--- src/rtl/fetch_unit.sv ---
// Instruction fetch stage: drives pc_unit and reads one- or two-word instructions
// from instruction memory, then presents them to decode.
`ifndef PC_NOP
`define PC_NOP   2'd0
`endif
`ifndef PC_INC
`define PC_INC   2'd1
`endif
`ifndef PC_SET
`define PC_SET   2'd2
`endif
`ifndef PC_RESET
`define PC_RESET 2'd3
`endif

module fetch_unit #(
    parameter int IMM_BIT = 15
) (
    input  logic        clk,
    input  logic        rst,
    input  logic [15:0] pc,
    output logic [1:0]  pc_op,
    output logic        pc_en,
    output logic [15:0] pc_set,
    output logic        mem_req,
    output logic [15:0] mem_addr,
    input  logic        mem_ack,
    input  logic [15:0] mem_rdata,
    output logic        instr_valid,
    input  logic        instr_ready,
    output logic [15:0] instr,
    output logic [15:0] imm,
    output logic [15:0] instr_pc,
    input  logic        branch_valid,
    input  logic [15:0] branch_target
);
    typedef enum logic [2:0] {
        S_RESET,
        S_OP,
        S_IMM,
        S_OUT,
        S_DRAIN
    } state_t;

    state_t      state_reg, state_next;
    logic [15:0] mem_addr_reg, mem_addr_next;
    logic [15:0] instr_reg, instr_next;
    logic [15:0] imm_reg, imm_next;
    logic [15:0] instr_pc_reg, instr_pc_next;

    always_ff @(posedge clk or negedge rst) begin
        if (!rst) begin
            state_reg    <= S_RESET;
            mem_addr_reg <= '0;
            instr_reg    <= '0;
            imm_reg      <= '0;
            instr_pc_reg <= '0;
        end else begin
            state_reg    <= state_next;
            mem_addr_reg <= mem_addr_next;
            instr_reg    <= instr_next;
            imm_reg      <= imm_next;
            instr_pc_reg <= instr_pc_next;
        end
    end

    always_comb begin
        state_next    = state_reg;
        mem_addr_next = mem_addr_reg;
        instr_next    = instr_reg;
        imm_next      = imm_reg;
        instr_pc_next = instr_pc_reg;
        pc_op         = `PC_NOP;
        mem_req       = 1'b0;
        instr_valid   = 1'b0;

        case (state_reg)
            S_RESET: begin
                pc_op         = `PC_RESET;
                state_next    = S_OP;
                mem_addr_next = '0;
            end
            S_OP, S_IMM: begin
                mem_req = 1'b1;
                if (branch_valid) begin
                    // An in-flight read cannot be aborted, so an unacked request is drained first.
                    pc_op = `PC_SET;
                    if (mem_ack) begin
                        state_next    = S_OP;
                        mem_addr_next = branch_target;
                    end else begin
                        state_next = S_DRAIN;
                    end
                end else if (mem_ack) begin
                    pc_op = `PC_INC;
                    if (state_reg == S_OP) begin
                        instr_next    = mem_rdata;
                        instr_pc_next = mem_addr_reg;
                        if (mem_rdata[IMM_BIT]) begin
                            state_next    = S_IMM;
                            mem_addr_next = mem_addr_reg + 16'd2;
                        end else begin
                            imm_next   = '0;
                            state_next = S_OUT;
                        end
                    end else begin
                        imm_next   = mem_rdata;
                        state_next = S_OUT;
                    end
                end
            end
            S_OUT: begin
                instr_valid = 1'b1;
                if (branch_valid) begin
                    pc_op         = `PC_SET;
                    state_next    = S_OP;
                    mem_addr_next = branch_target;
                end else if (instr_ready) begin
                    state_next    = S_OP;
                    mem_addr_next = pc;
                end
            end
            S_DRAIN: begin
                mem_req = 1'b1;
                if (branch_valid) begin
                    pc_op = `PC_SET;
                end
                // pc_unit only sees a same-cycle redirect next cycle, so take the target directly.
                if (mem_ack) begin
                    state_next    = S_OP;
                    mem_addr_next = branch_valid ? branch_target : pc;
                end
            end
            default: begin
                state_next = S_RESET;
            end
        endcase
    end

    assign pc_en    = (pc_op != `PC_NOP);
    assign pc_set   = branch_target;
    assign mem_addr = mem_addr_reg;
    assign instr    = instr_reg;
    assign imm      = imm_reg;
    assign instr_pc = instr_pc_reg;

endmodule

--- config.mk ---
export PLATFORM = sky130hd
export DESIGN_NAME = fetch_unit
export DESIGN_NICKNAME = d
export VERILOG_FILES = /design/src/rtl/fetch_unit.sv
export SDC_FILE = /design/constraint.sdc
export NUM_CORES = 1
export LEC_CHECK = 0
export CAP_MARGIN = 0
export CORE_MARGIN = 2
export CORE_UTILIZATION = 48
export DETAILED_ROUTE_END_ITERATION = 8
export GPL_ROUTABILITY_DRIVEN = 1
export PLACE_DENSITY = 0.87
export SLEW_MARGIN = 20
export SYNTH_ARGS = -nofsm -noshare
export SYNTH_HDL_FRONTEND = slang
export SYNTH_SLANG_ARGS = --single-unit
--- constraint.sdc ---
create_clock -name clk -period 3.25 [get_ports clk]
set_input_delay 0.975 -clock clk [delete_from_list [all_inputs] [get_ports clk]]
set_output_delay 0.975 -clock clk [all_outputs]
set_load 0.005 [all_outputs]
**Word-level counts from Yosys, hierarchy flattened**

Index checks and enable logic that the tools add are counted.

- Input port bits: 53
- Flip-flop bits (word level): 67
- Logic and storage cells: 55
- Output and inout port bits: 85

- Muxes and demuxes: 27
- Reduce and logical (&&, ||, !) cells: 10
- Bitwise logic cells: 1
- Add/subtract/negate cells: 1
- Equal/unequal tests: 11

Operators with widths:

| cell | number |
|---|---|
| 16-bit two-way mux | 11 |
| 16-bit one-hot mux with 4 select lines | 1 |
| 3-bit two-way mux | 7 |
| 16-bit by 2-bit adder with 16-bit output, second input constant | 1 |
| 3-bit inequality test, second input constant | 4 |
| 3-bit one-hot mux with 4 select lines | 1 |
| 4-bit AND reduction | 2 |
| 3-bit by 2-bit equality test with 1-bit output, second input constant | 2 |
| 2-bit inequality test, second input constant | 3 |
| 2-bit one-hot mux with 3 select lines | 1 |
| 6-bit AND reduction | 1 |
| 1-bit two-way mux | 4 |
| 2-bit two-way mux | 2 |
| 4-bit nonzero test | 1 |
| 2-bit OR reduction | 2 |
| 3-bit by 1-bit equality test with 1-bit output, second input constant | 1 |
| 3-bit equality test, second input constant | 1 |
| 3-bit logical NOT | 1 |
| 3-bit AND reduction | 1 |
| 3-bit OR reduction | 1 |
| 2-bit nonzero test | 1 |
| 1-bit NOT | 1 |

**Longest topological paths before layout**

Gate-level depths: netlist (run 1).

- Depth in word-level cells: 6
- Mapped depth: 8
- Mapped depth without buffers: 6

**Worst setup path after synthesis (run 1)**

No wires, ideal clock.

- Kind: input-to-output
- From: input port branch_valid
- To: output port pc_en
- Path buffers: 2
- Data arrival time: 1915 ps
- Data required time: 2275 ps
- Path slack: 360 ps
- Stages: 5
- Cells stage by stage: buf_2 buf_2 nand2_1 o21ai_0 or3_1

- Longest elaborated chain between the ends: 3
- Elaborated cells on any way between the ends: 4
- Classes of those cells: mux (3); reduce/logical (1)

RTL lines:

| element | line | source |
|---|---|---|
| from (decl) | 34 | `input logic branch_valid,` |
| 2-bit two-way mux, on equally long branches | 114, 125, 85 |  |
| 2-bit one-hot mux with 3 select lines * | 77 | `case (state_reg)` |
| net pc_op[1] | 22 | `output logic [1:0] pc_op,` |
| 2-bit nonzero test (no line) * | n/a |  |
| to (decl) | 23 | `output logic pc_en,` |

The timed path passes the listed nets; every way through them passes the cells marked *.

**Final worst setup path (run 1)**

- From: input port mem_ack
- To: output port pc_en

- Longest elaborated chain between the ends: 4

RTL lines:

| element | line | source |
|---|---|---|
| from (decl) | 27 | `input logic mem_ack,` |
| 1-bit two-way mux | 94 | `end else if (mem_ack) begin` |
| 2-bit two-way mux | 85 | `if (branch_valid) begin` |
| 2-bit one-hot mux with 3 select lines | 77 |  |
| 2-bit nonzero test (no line) | n/a |  |

Every way passes these cells.

==> results.txt, run 1 <==
* Clock tree from TritonCTS: yes
- CP Launch Point: mem_ack
* Finished Core Util: 71.2%
- The initial antenna violation count was 0.
* Critical path data arrival time: 2.15 ns
- For this run, the post-layout net count is 533.
- Maximum level of the CTS H-tree: 3
- The first global-routing pass estimated 16300 µm of wire.
* Seq cells post-synth: 67
* Longest Clk Path Bufs: 2
- Vias after detailed routing: 3257
- The worst hold path begins at instr[8]$_DFFE_PN0P_.
* Aggregate negative setup slack: 0 ns
- The die covers 0.00812 mm².
* Endpoint, Worst Hold: instr[8]$_DFFE_PN0P_
- For the pin with the worst max-slew slack, the measured transition is 0.776 ns.
- Post-synthesis async set-or-reset flop share: 100%
- Largest fanout on the critical path: 3
* CP peak stage delay: 0.45 ns
- Worst-case clock skew: 0.0137 ns
- Global routing finished with a remaining overflow of 0.
- Final max-slew violation count: 0
- Number of enable flip-flop cells after synthesis: 0
- Clock edge transition at the registers on the reported setup and hold paths: 0.08 ns
- Buffers inserted during clock tree synthesis total 9.
* Number of cells produced by synthesis: 354
- Compared with the post-synthesis result, the final layout area differs by 44.2%.
* Area of the placeable core: 0.00721 mm²
- Number of global-route vias before repair: 3212
- DRC violations left: 0
* Final Instance Count excl. Fillers: 582
* Combined global-route utilization of all metal layers: 25.4%
- Buffers placed on the I/O ports in this run total 137.
- Max_cap viols: 0
* Number of cells on the worst reg-to-reg path: 6
* Row count: 31
- The later pin in the worst-skew pair is clocked with a latency of 0.34 ns.
- Setup Crit Path Kind: in2out
- Number of optimization iterations in the first detailed-route pass: 5
* Tightest Hold Check Type: reg2reg
- The flow ran to the end, and the final reports show no timing, DRC or antenna violations.
* RR Endpoint: imm[7]$_DFFE_PN0P_
- Entering global routing, the biggest net connects 41 pins.
- The clock period could shrink to 3.12 ns.
- Tightest slew margin relative to the limit: 48.3%
* R2R Path Start: state_reg[0]$_DFFE_PN0P_
- Cell area after synthesis: 0.00356 mm²
- Number of placed I/O pins: 138
- Pwr Density: 860 mW/mm²
* Effective utilization at floorplan: 49.4%
- Max IR drop VDD: 0.000504 V
- P_leak: 2.26 nW
- Critical Path Sink Type: output port
* Final hold violation count: 0
* Syn. warnings: 0
- First-iteration detailed-routing DRC count: 194
* CP cell instances: dlygate4sd2_1 > and3_1 > or3_1 > clkdlybuf4s50_1
* Routed WL per cell: 17.2 µm
- Mean instance size in the synthesized netlist: 10.1 µm²
- The synthesized netlist contains 61 unique library cells.
- After detailed routing, the number of vias per cell comes to 5.60.
- Counting every sink on the clock net gives 67.
- Most frequently used flop master after synthesis: dfrtp_1
- Top achievable clock speed: 0.320 GHz
- Of the cells placed in the final design, the portion with a size suffix greater than 1 is 13.5%.
- From bottom edge to top edge, the die measures 90.1 µm.
* Top library cells by usage in the layout, fill and taps aside: clkdlybuf4s50_1 (134), dfrtp_1 (67), nand2_1 (64)
* Number of cells in the design after placement: 567
- Category of the worst setup path launch point: primary input
* Most common cell after layout, fill and taps aside: clkdlybuf4s50_1
- Tot Pwr: 4.42 mW
- Clock root buffer: clkbuf_8
- The repair_antennas step left the layout with diodes totalling 0.
- HPWL Detailed: 7220 µm
* Post-synthesis sequential area ratio: 47.1%
* Final worst path period share: 96.1%
- The largest individual stage delay along the critical path comes from the cell clkdlybuf4s50_1.
- In this run the horizontal extent of the chip is 90.1 µm.
* Number of setup buffers added after CTS: 0
- For the worst setup path, the data required time is 2.27 ns.
- Setup repair after global routing left no endpoint under its margin.
* Routability Congestion: 0.910
* FF-to-FF setup slack: 1.28 ns
* Remaining number of nets flagged by the antenna check after routing: 0
- Cell depth of the worst min-delay path: 2
- Summed over all layers, the routed wires come to 9990 µm.
- Number of nets produced by synthesis: 408
- Setup violations remaining at the end of the flow were counted as 0.
## stage by stage
step	area (µm²)	worst slack, ns	hold slack [ns]
5_1_grt	5130	0.0553	0.511
6_report	5130	0.126	0.481
2_1_floorplan	3560	0.360	0.470
4_1_cts	5130	0.0200	0.484
3_5_place_dp	4920	-0.269	0.465
3_3_place_gp	4920	-0.268	0.459
## what timing repair did
action,CTS,global route
resized for setup,3,2
hold buffers,0,0
endpoints found under the hold margin,0,0
endpoints found under the setup margin,3,3
## kinds of logic after synthesis
| family | share of synthesized area, % |
|---|---|
| AND/OR/NAND/NOR | 14.4 |
| AO/OA/AOI/OAI | 22.3 |
| flip-flops | 47.1 |
| buffers and inverters | 7.91 |
| multiplexers | 7.70 |
| XOR/XNOR | 0.246 |
| adder cells (fa/ha/maj) | 0.351 |
## layout make-up
cell class | count | area, µm²
fillers | 551 | 2080
flip-flops and latches | 67 | 1680
multi-input cells | 242 | 1610
repair buffers | 152 | 1490
clock buffers | 9 | 124
well taps | 99 | 124
clock inverters | 6 | 90.1
inverters | 7 | 26.3
## worst max-delay path by stage
stage	endpoint
finish	pc_en
global route	pc_en
CTS	pc_en
detailed placement	pc_en
global placement	pc_en
floorplan	pc_en
## layer usage
layer	routed length, µm	track usage, %
met5	0	0
met4	256	11.2
met3	542	5.28
met2	4950	40.1
met1	4240	34.1
## synthesized netlist by cell type, types with 2 or more instances
cell type | instances | share of area [%]
dfrtp_1 | 67 | 47
nand2_1 | 64 | 6.7
mux2_2 | 19 | 6.0
buf_4 | 18 | 3.8
a22o_1 | 17 | 4.2
nor2_1 | 17 | 1.8
o21ai_0 | 17 | 2.4
a21oi_1 | 11 | 1.5
clkbuf_1 | 8 | 0.84
a221oi_1 | 7 | 1.7
a22oi_1 | 7 | 1.5
a31oi_1 | 7 | 1.2
o21ai_1 | 7 | 0.98
buf_2 | 6 | 0.84
inv_1 | 6 | 0.63
mux2i_1 | 6 | 1.7
buf_6 | 5 | 1.6
nand4_1 | 4 | 0.70
a21o_1 | 3 | 0.63
a221o_1 | 3 | 0.84
nand3_1 | 3 | 0.42
nor3b_1 | 3 | 0.63
o22ai_1 | 3 | 0.53
a21bo_1 | 2 | 0.56
a21boi_4 | 2 | 1.1
and3_1 | 2 | 0.35
nand3b_1 | 2 | 0.42
nor4_1 | 2 | 0.35
o21a_1 | 2 | 0.42
o31ai_1 | 2 | 0.42
o32a_1 | 2 | 0.56
## critical path, delay by kind of cell
kind | cells | cell delay, ns
simple gates | 2 | 0.47
buf+inv | 2 | 0.71
## power breakdown
part	internal (mW)	total (mW)	switching, mW	leakage [nW]
Clock	0.430	0.760	0.329	0.106
Sequential	1.19	1.50	0.306	0.867
Combinational	1.24	2.16	0.914	1.29
Total	2.87	4.42	1.55	2.26
(Power assumes the default switching activity.)
==> run 2: changes to the inputs <==
- CORE_MARGIN: 2 -> 4
- REMOVE_ABC_BUFFERS: default -> 1
==> results.txt, run 2 (synthesis gave the netlist of run 1 again) <==
- The run finished with clean final reports.
- Vias after detailed routing: 3393 (+4.2%)
- The slowest stage of the critical path belongs to the cell clkdlybuf4s50_1.
- Combined global-route utilization of all metal layers: 24.8% (-0.62 points)
* Cell family with most CP delay: buffers and inverters
- Unrepaired setup endpoints after global routing: false
- The final-report setup violation count was 0 (unchanged).
- Final hold violation count: 0 (unchanged)
* Category of the worst setup path launch point: primary input
- The sum of negative setup slack was 0 ns (unchanged).
- The standard-cell row count came to 31 (unchanged).
* Max_cap viols: 0 (unchanged)
- Clock tree from TritonCTS: yes
* Overall die area: 0.00886 mm² (+9.1%)
- Final max-slew violation count: 0 (unchanged)
* Worst-case clock skew: 0.00958 ns (-0.00414 ns)
* Number of buffers created by CTS: 9 (unchanged)
* Antenna fix cells: 0 (unchanged)
- The worst setup slack after placement is -0.380 ns (-0.112 ns).
- The count of placed standard cells in the final layout, fillers left out was 585 (+0.52%).
- Congestion Overflow GR: 0 (unchanged)
- Die height: 94.1 µm (+4.4%)
* DP Area: 0.00494 mm² (+0.31%)
* CP peak stage delay: 0.52 ns (+0.07 ns)
- Number of placed I/O pins: 138 (unchanged)
- Clock root buffer: clkbuf_8
* Setup Crit Path Kind: in2out
- Sequential share of power: 32.9% (-1.1 points)
- The first-pass GRT wire length is 17000 µm (+4.2%).
- Share of cells above drive strength 1: 13.6% (+0.12 points)
- The final worst setup slack is 0.120 ns (-0.00699 ns).
- Effective utilization at floorplan: 49.4% (unchanged)
- Largest fanout on the critical path: 4 (+1)
- The library cell used most frequently in the layout, excluding fill and tap cells, is clkdlybuf4s50_1.
- Number of optimization iterations in the first detailed-route pass: 6 (+1)
- The detailed router's first-iteration violation count is 201 (+3.6%).
* Tightest slew margin relative to the limit: 31.6% (-17 points)
- Sw Share: 34.2% (-0.90 points)
- The worst setup path is captured at an output port.
* Number of cells in the design after placement: 569 (+0.35%)
* Top library cells by usage in the layout, fill and taps aside: clkdlybuf4s50_1 (133), dfrtp_1 (67), nand2_1 (64)
* Number of setup buffers added after CTS: 0 (unchanged)
- Routed WL per cell: 17.9 µm (+4.2%)
* Pwr Density: 875 mW/mm² (+1.7%)
- Psw: 1.55 mW (about the same)
- P_leak: 2.29 nW (+1.1%)
- Measured slew at the worst slew-check pin: 1.02 ns (+0.247 ns)
- Later-pin clock latency in the skew report: 0.35 ns (about the same)
- The data arrival time of the worst path is 2.16 ns (about the same).
- The worst hold slack was 0.482 ns (+0.00157 ns).
- The final HPWL from detailed placement is 7580 µm (+4.9%).
* CP Launch Point: branch_valid
* Worst Hold Launch: instr[7]$_DFFE_PN0P_
* Port Buffers: 137 (unchanged)
- Area of the placeable core: 0.00721 mm² (unchanged)
- Tot Pwr: 4.54 mW (+2.7%)
* Die Span X: 94.1 µm (+4.4%)
- Number of buffer and inverter instances along the worst setup path: 3 (+1)
- The clock period minus final worst setup slack came to 3.13 ns (+0.00699 ns).
* Part of the power in combinational logic: 47.9% (-0.9 points)
* Final worst path period share: 96.3% (+0.22 points)
- The net total in the final layout is 535 (+0.38%).
- The number of buffers inserted by hold repair at cts came to 0 (unchanged).
- CP cell instances: clkdlybuf4s15_2 > buf_4 > nand3b_1 > a21oi_1 > clkdlybuf4s50_1
- Top achievable clock speed: 0.319 GHz (-0.22%)
* Clock edge transition at the registers on the reported setup and hold paths: 0.08 ns (about the same)
- The number of antenna-violating nets in the routed design was 0 (unchanged).
- The maximum number of pins on one net before global-route repair was 35 (-15%).
- Maximum level of the CTS H-tree: 3 (unchanged)
- The detailed-route vias per instance is 5.80 (+3.6%).
- Data required time of the worst path: 2.27 ns (about the same)
- Cell-internal power: 2.98 mW (+4.2%)
* R2R Path Start: state_reg[2]$_DFFE_PN0P_
* Number of antenna violations at the first check in global routing: 0 (unchanged)
- The tightest min-delay check is of the reg2reg type.
* Max IR drop VDD: 0.000468 V (-7.2%)
* Area growth from synthesis to final layout: 45.6%
* Routability Congestion: 0.871 (-4.2%)
* FF-to-FF setup slack: 0.80 ns (-0.48 ns)
- Number of global-route vias before repair: 3417 (+6.4%)
- Total wire length: 10500 µm (+4.8%)
- Longest Clk Path Bufs: 2 (unchanged)
- Clock share of power: 19.2% (+2.0 points)
- The count of unresolved DRC violations after routing was 0 (unchanged).
* Final design instance area without fill: 0.00518 mm² (+0.97%)
- The final core utilization came to 71.9% (+0.69 points).
- CTS sink count: 67 (unchanged)
-- run 2: what timing repair did --
item / CTS / global route
endpoints found under the hold margin: 0 / 0
resized for setup: 5 / 0
endpoints found under the setup margin: 3 / 0
-- run 2: metal layers --
metal  global-route usage [%]  routed length (µm)
met5                        0                   0
met4                     8.06                 170
met3                     8.01                1020
met2                     40.4                4880
met1                     31.1                4400
-- run 2: worst reg2reg max path: cells and delay by family (launching register included) --
family	cells	cell delay, ns
AO/OA/AOI/OAI	1	0.25
buffers and inverters	1	0.38
flip-flops	1	0.61
AND/OR/NAND/NOR	4	1.13
-- run 2: worst paths after layout --
check,end,cells past startpoint
hold / removal,instr[7]$_DFFE_PN0P_,2
setup / recovery,pc_op[0],5
setup reg to reg,imm[5]$_DFFE_PN0P_,6
hold reg to reg,instr[7]$_DFFE_PN0P_,2
max in group asynchronous,mem_addr[10]$_DFFE_PN0P_,2
min in group asynchronous,imm[0]$_DFFE_PN0P_,1
-- run 2: cell type report --
cell class              instances  area [µm²]
flip-flops and latches         67        1680
multi-input cells             242        1600
fillers                       540        2030
inverters                       7        26.3
clock inverters                 6         111
well taps                      99         124
repair buffers                154        1510
clock buffers                  10         138
-- run 2: power by group through the flow --
| stage | Sequential (mW) | Clock (mW) | Combinational (mW) |
|---|---|---|---|
| 5_1_grt | 1.55 | 0.925 | 2.37 |
| 4_1_cts | 1.49 | 0.879 | 2.18 |
| 6_report | 1.49 | 0.870 | 2.17 |
| 3_5_place_dp | 1.50 | 0 | 2.17 |
| 2_1_floorplan | 1.51 | 0 | 0.898 |
| 3_3_place_gp | 1.49 | 0 | 2.11 |
==> run 3: changes to the inputs <==
- CORE_ASPECT_RATIO: default -> 0.75
==> results.txt, run 3 (synthesis gave the netlist of run 1 again) <==
- Part of the power in combinational logic: 49.0% (+1.1 points)
- The clock period minus final worst setup slack came to 3.19 ns (+0.0633 ns).
- Data required time of the worst path: 2.27 ns (about the same)
- R2R Path Start: state_reg[1]$_DFFE_PN0P_
- The number of antenna-violating nets in the routed design is 0 (unchanged).
* Longest Clk Path Bufs: 2 (unchanged)
* Final Instance Count excl. Fillers: 583 (-0.34%)
- The effective utilization at floorplan is 50.9% (+1.6 points).
- Sequential share of power: 33.4% (+0.5 points)
- The detailed router's first-iteration violation count is 251 (+25%).
- Port Buffers: 137 (unchanged)
- The total die area was 0.00887 mm² (+0.16%).
* Max IR drop VDD: 0.000519 V (+11%)
* Critical path data arrival time: 2.22 ns (+0.06 ns)
- The highest fanout seen on the critical path was 6 (+2).
* RR Endpoint: imm[9]$_DFFE_PN0P_
- The final number of hold-violating endpoints is 0 (unchanged).
* DP Area: 0.00494 mm² (about the same)
* Final max-slew violation count: 0 (unchanged)
* Pwr Density: 869 mW/mm² (-0.67%)
* Unrepaired setup endpoints after global routing: false
- The detailed-route wire length per cell is 18.3 µm (+2.1%).
* Status: complete, no violations
- In this run the worst hold path is classified as reg2reg.
- The count of unresolved DRC violations after routing was 0 (unchanged).
- TritonCTS built the clock tree.
* Via-per-instance ratio: 5.75 (-0.78%)
- The power spent charging and discharging nets was 1.59 mW (+2.4%).
- Row count: 26 (-16%)
* Setup Crit Path Kind: in2out
- Critical Path Sink Type: output port
- The total number of vias came to 3355 (-1.1%).
- FF-to-FF setup slack: 1.04 ns (+0.24 ns)
- The max-capacitance violation count was 0 (unchanged).
- Number of placed I/O pins: 138 (unchanged)
- Number of fill cells: 484 (-10%)
- The number of cells traversed by the worst hold path came to 2 (unchanged).
- Aggregate negative setup slack: 0 ns (unchanged)
* Final nets: 534 (-0.19%)
* Number of global-route vias before repair: 3481 (+1.9%)
- The number of buffers inserted by hold repair at cts is 0 (unchanged).
* Cell-internal power: 2.91 mW (-2.6%)
- The clock slew at the register clock pins of the worst setup and hold paths is 0.07 ns (about the same).
- The worst setup path is launched from a primary input.
- Maximum level of the CTS H-tree: 3 (unchanged)
- The leakage power of the design came to 2.27 nW (-0.56%).
- The floorplan core area was 0.00699 mm² (-3.1%).
* Number of antenna violations at the first check in global routing: 0 (unchanged)
- Compared with the post-synthesis result, the final layout area differs by 45.3%.
- Final design instance area without fill: 0.00517 mm² (-0.19%)
- The horizontal die dimension was 107 µm (+14%).
* Worst-case clock skew: 0.00661 ns (-0.00298 ns)
- Worst slack at placement: -0.420 ns (-0.0396 ns)
* Most common cell after layout, fill and taps aside: clkdlybuf4s50_1
* Final number of setup-violating endpoints: 0 (unchanged)
* Number of buffers created by CTS: 9 (unchanged)
- The first-pass GRT wire length is 17100 µm (+0.56%).
* Number of setup buffers added after CTS: 0 (unchanged)
- The part of the power in the clock network is 17.6% (-1.6 points).
- The worst hold path begins at instr[8]$_DFFE_PN0P_.
- Tightest slew margin relative to the limit: 44.2% (+13 points)
- Post-route worst setup slack: 0.0562 ns (-0.0633 ns)
* Combined global-route utilization of all metal layers: 24.7% (-0.12 points)
* Number of cells on the worst reg-to-reg path: 6 (unchanged)
- Antenna fix cells: 0 (unchanged)
- Total wire length: 10700 µm (+1.8%)
* Sw Share: 35.3% (+1.1 points)
- Clock root buffer: clkbuf_8
* Routability Congestion: 0.854 (-2.0%)
- The maximum frequency from static timing analysis came to 0.313 GHz (-2.0%).
* CTS sink count: 67 (unchanged)
- The die span in y is 82.6 µm (-12%).
* Measured slew at the worst slew-check pin: 0.837 ns (-0.185 ns)
- Share of cells above drive strength 1: 14.0% (+0.44 points)
* Congestion Overflow GR: 0 (unchanged)
* Number of optimization iterations in the first detailed-route pass: 5 (-1)
* Number of cells in the design after placement: 567 (-0.35%)
- The path with the worst hold slack has its endpoint at instr[8]$_DFFE_PN0P_.
- The share of the cycle needed by the critical path after routing is 98.3% (+1.9 points).
- Later-pin clock latency in the skew report: 0.35 ns (about the same)
- In the layout the commonest cells are clkdlybuf4s50_1 (133), dfrtp_1 (67), nand2_1 (64).
- The final HPWL from detailed placement came to 7620 µm (+0.61%).
* Maximum number of pins on one net before global-route repair: 68 (+94%)
-- run 3: cell count changes in the layout (fill, tap and decap cells not counted), sizes merged --
cell      before  now
buf           18   17
bufinv         3    2
clkinv         1    2
clkinvlp       1    2
inv            8    7
-- run 3: final cells by class --
class / instances / area (µm²) / share of cell area [%]
Timing Repair Buffer: 153 / 1510 / 29.2
Tap cell: 98 / 123 / 2.37
Clock buffer: 10 / 138 / 2.66
Clock inverter: 6 / 88.8 / 1.72
Sequential cell: 67 / 1680 / 32.4
Multi-Input combinational cell: 242 / 1610 / 31.1
Inverter: 7 / 26.3 / 0.508
-- run 3: power by group through the flow --
| stage | Clock (mW) | Combinational, mW | Sequential (mW) |
|---|---|---|---|
| final | 0.791 | 2.20 | 1.50 |
| after global routing | 0.836 | 2.39 | 1.55 |
| after CTS | 0.799 | 2.21 | 1.49 |
| after detailed placement | 0 | 2.19 | 1.50 |
| after global placement | 0 | 2.13 | 1.48 |
| after floorplan | 0 | 0.898 | 1.51 |
-- run 3: how the worst max path moves through the flow --
stage	startpoint	end	slack, ns
floorplan	branch_valid	pc_en	0.09
global placement	branch_valid	pc_en	-0.38
detailed placement	branch_valid	pc_en	-0.42
CTS	branch_valid	pc_op[0]	0.03
global route	branch_valid	pc_op[0]	0.02
finish	branch_valid	pc_op[0]	0.06
-- run 3: what timing repair did --
action / in CTS / in global routing
gates cloned: 0 / 0
endpoints found under the setup margin: 3 / 2
pin swaps: 0 / 1
gates resized for setup: 5 / 2
-- run 3: routing by layer --
layer / GRT usage (%) / share of wire, %
met3: 5.75 / 7.5
met1: 31.4 / 41
met4: 9.46 / 1.6
met2: 41.5 / 50
met5: 0 / 0
-- run 3: through the flow --
step	power (mW)	hold WS (ns)	utilization, %
after floorplan	2.41	0.470	-
after global placement	3.61	0.458	70.6
after detailed placement	3.69	0.462	70.6
after CTS	4.50	0.482	73.8
after global routing	4.78	0.507	74.0
final	4.50	0.481	74.0
-- run 3: worst max-delay path, cell delays in order --
cell and delay (ns):
clkdlybuf4s15_2 0.25, buf_4 0.17, nand3b_1 0.17, a21oi_2 0.14, clkdlybuf4s50_1 0.51
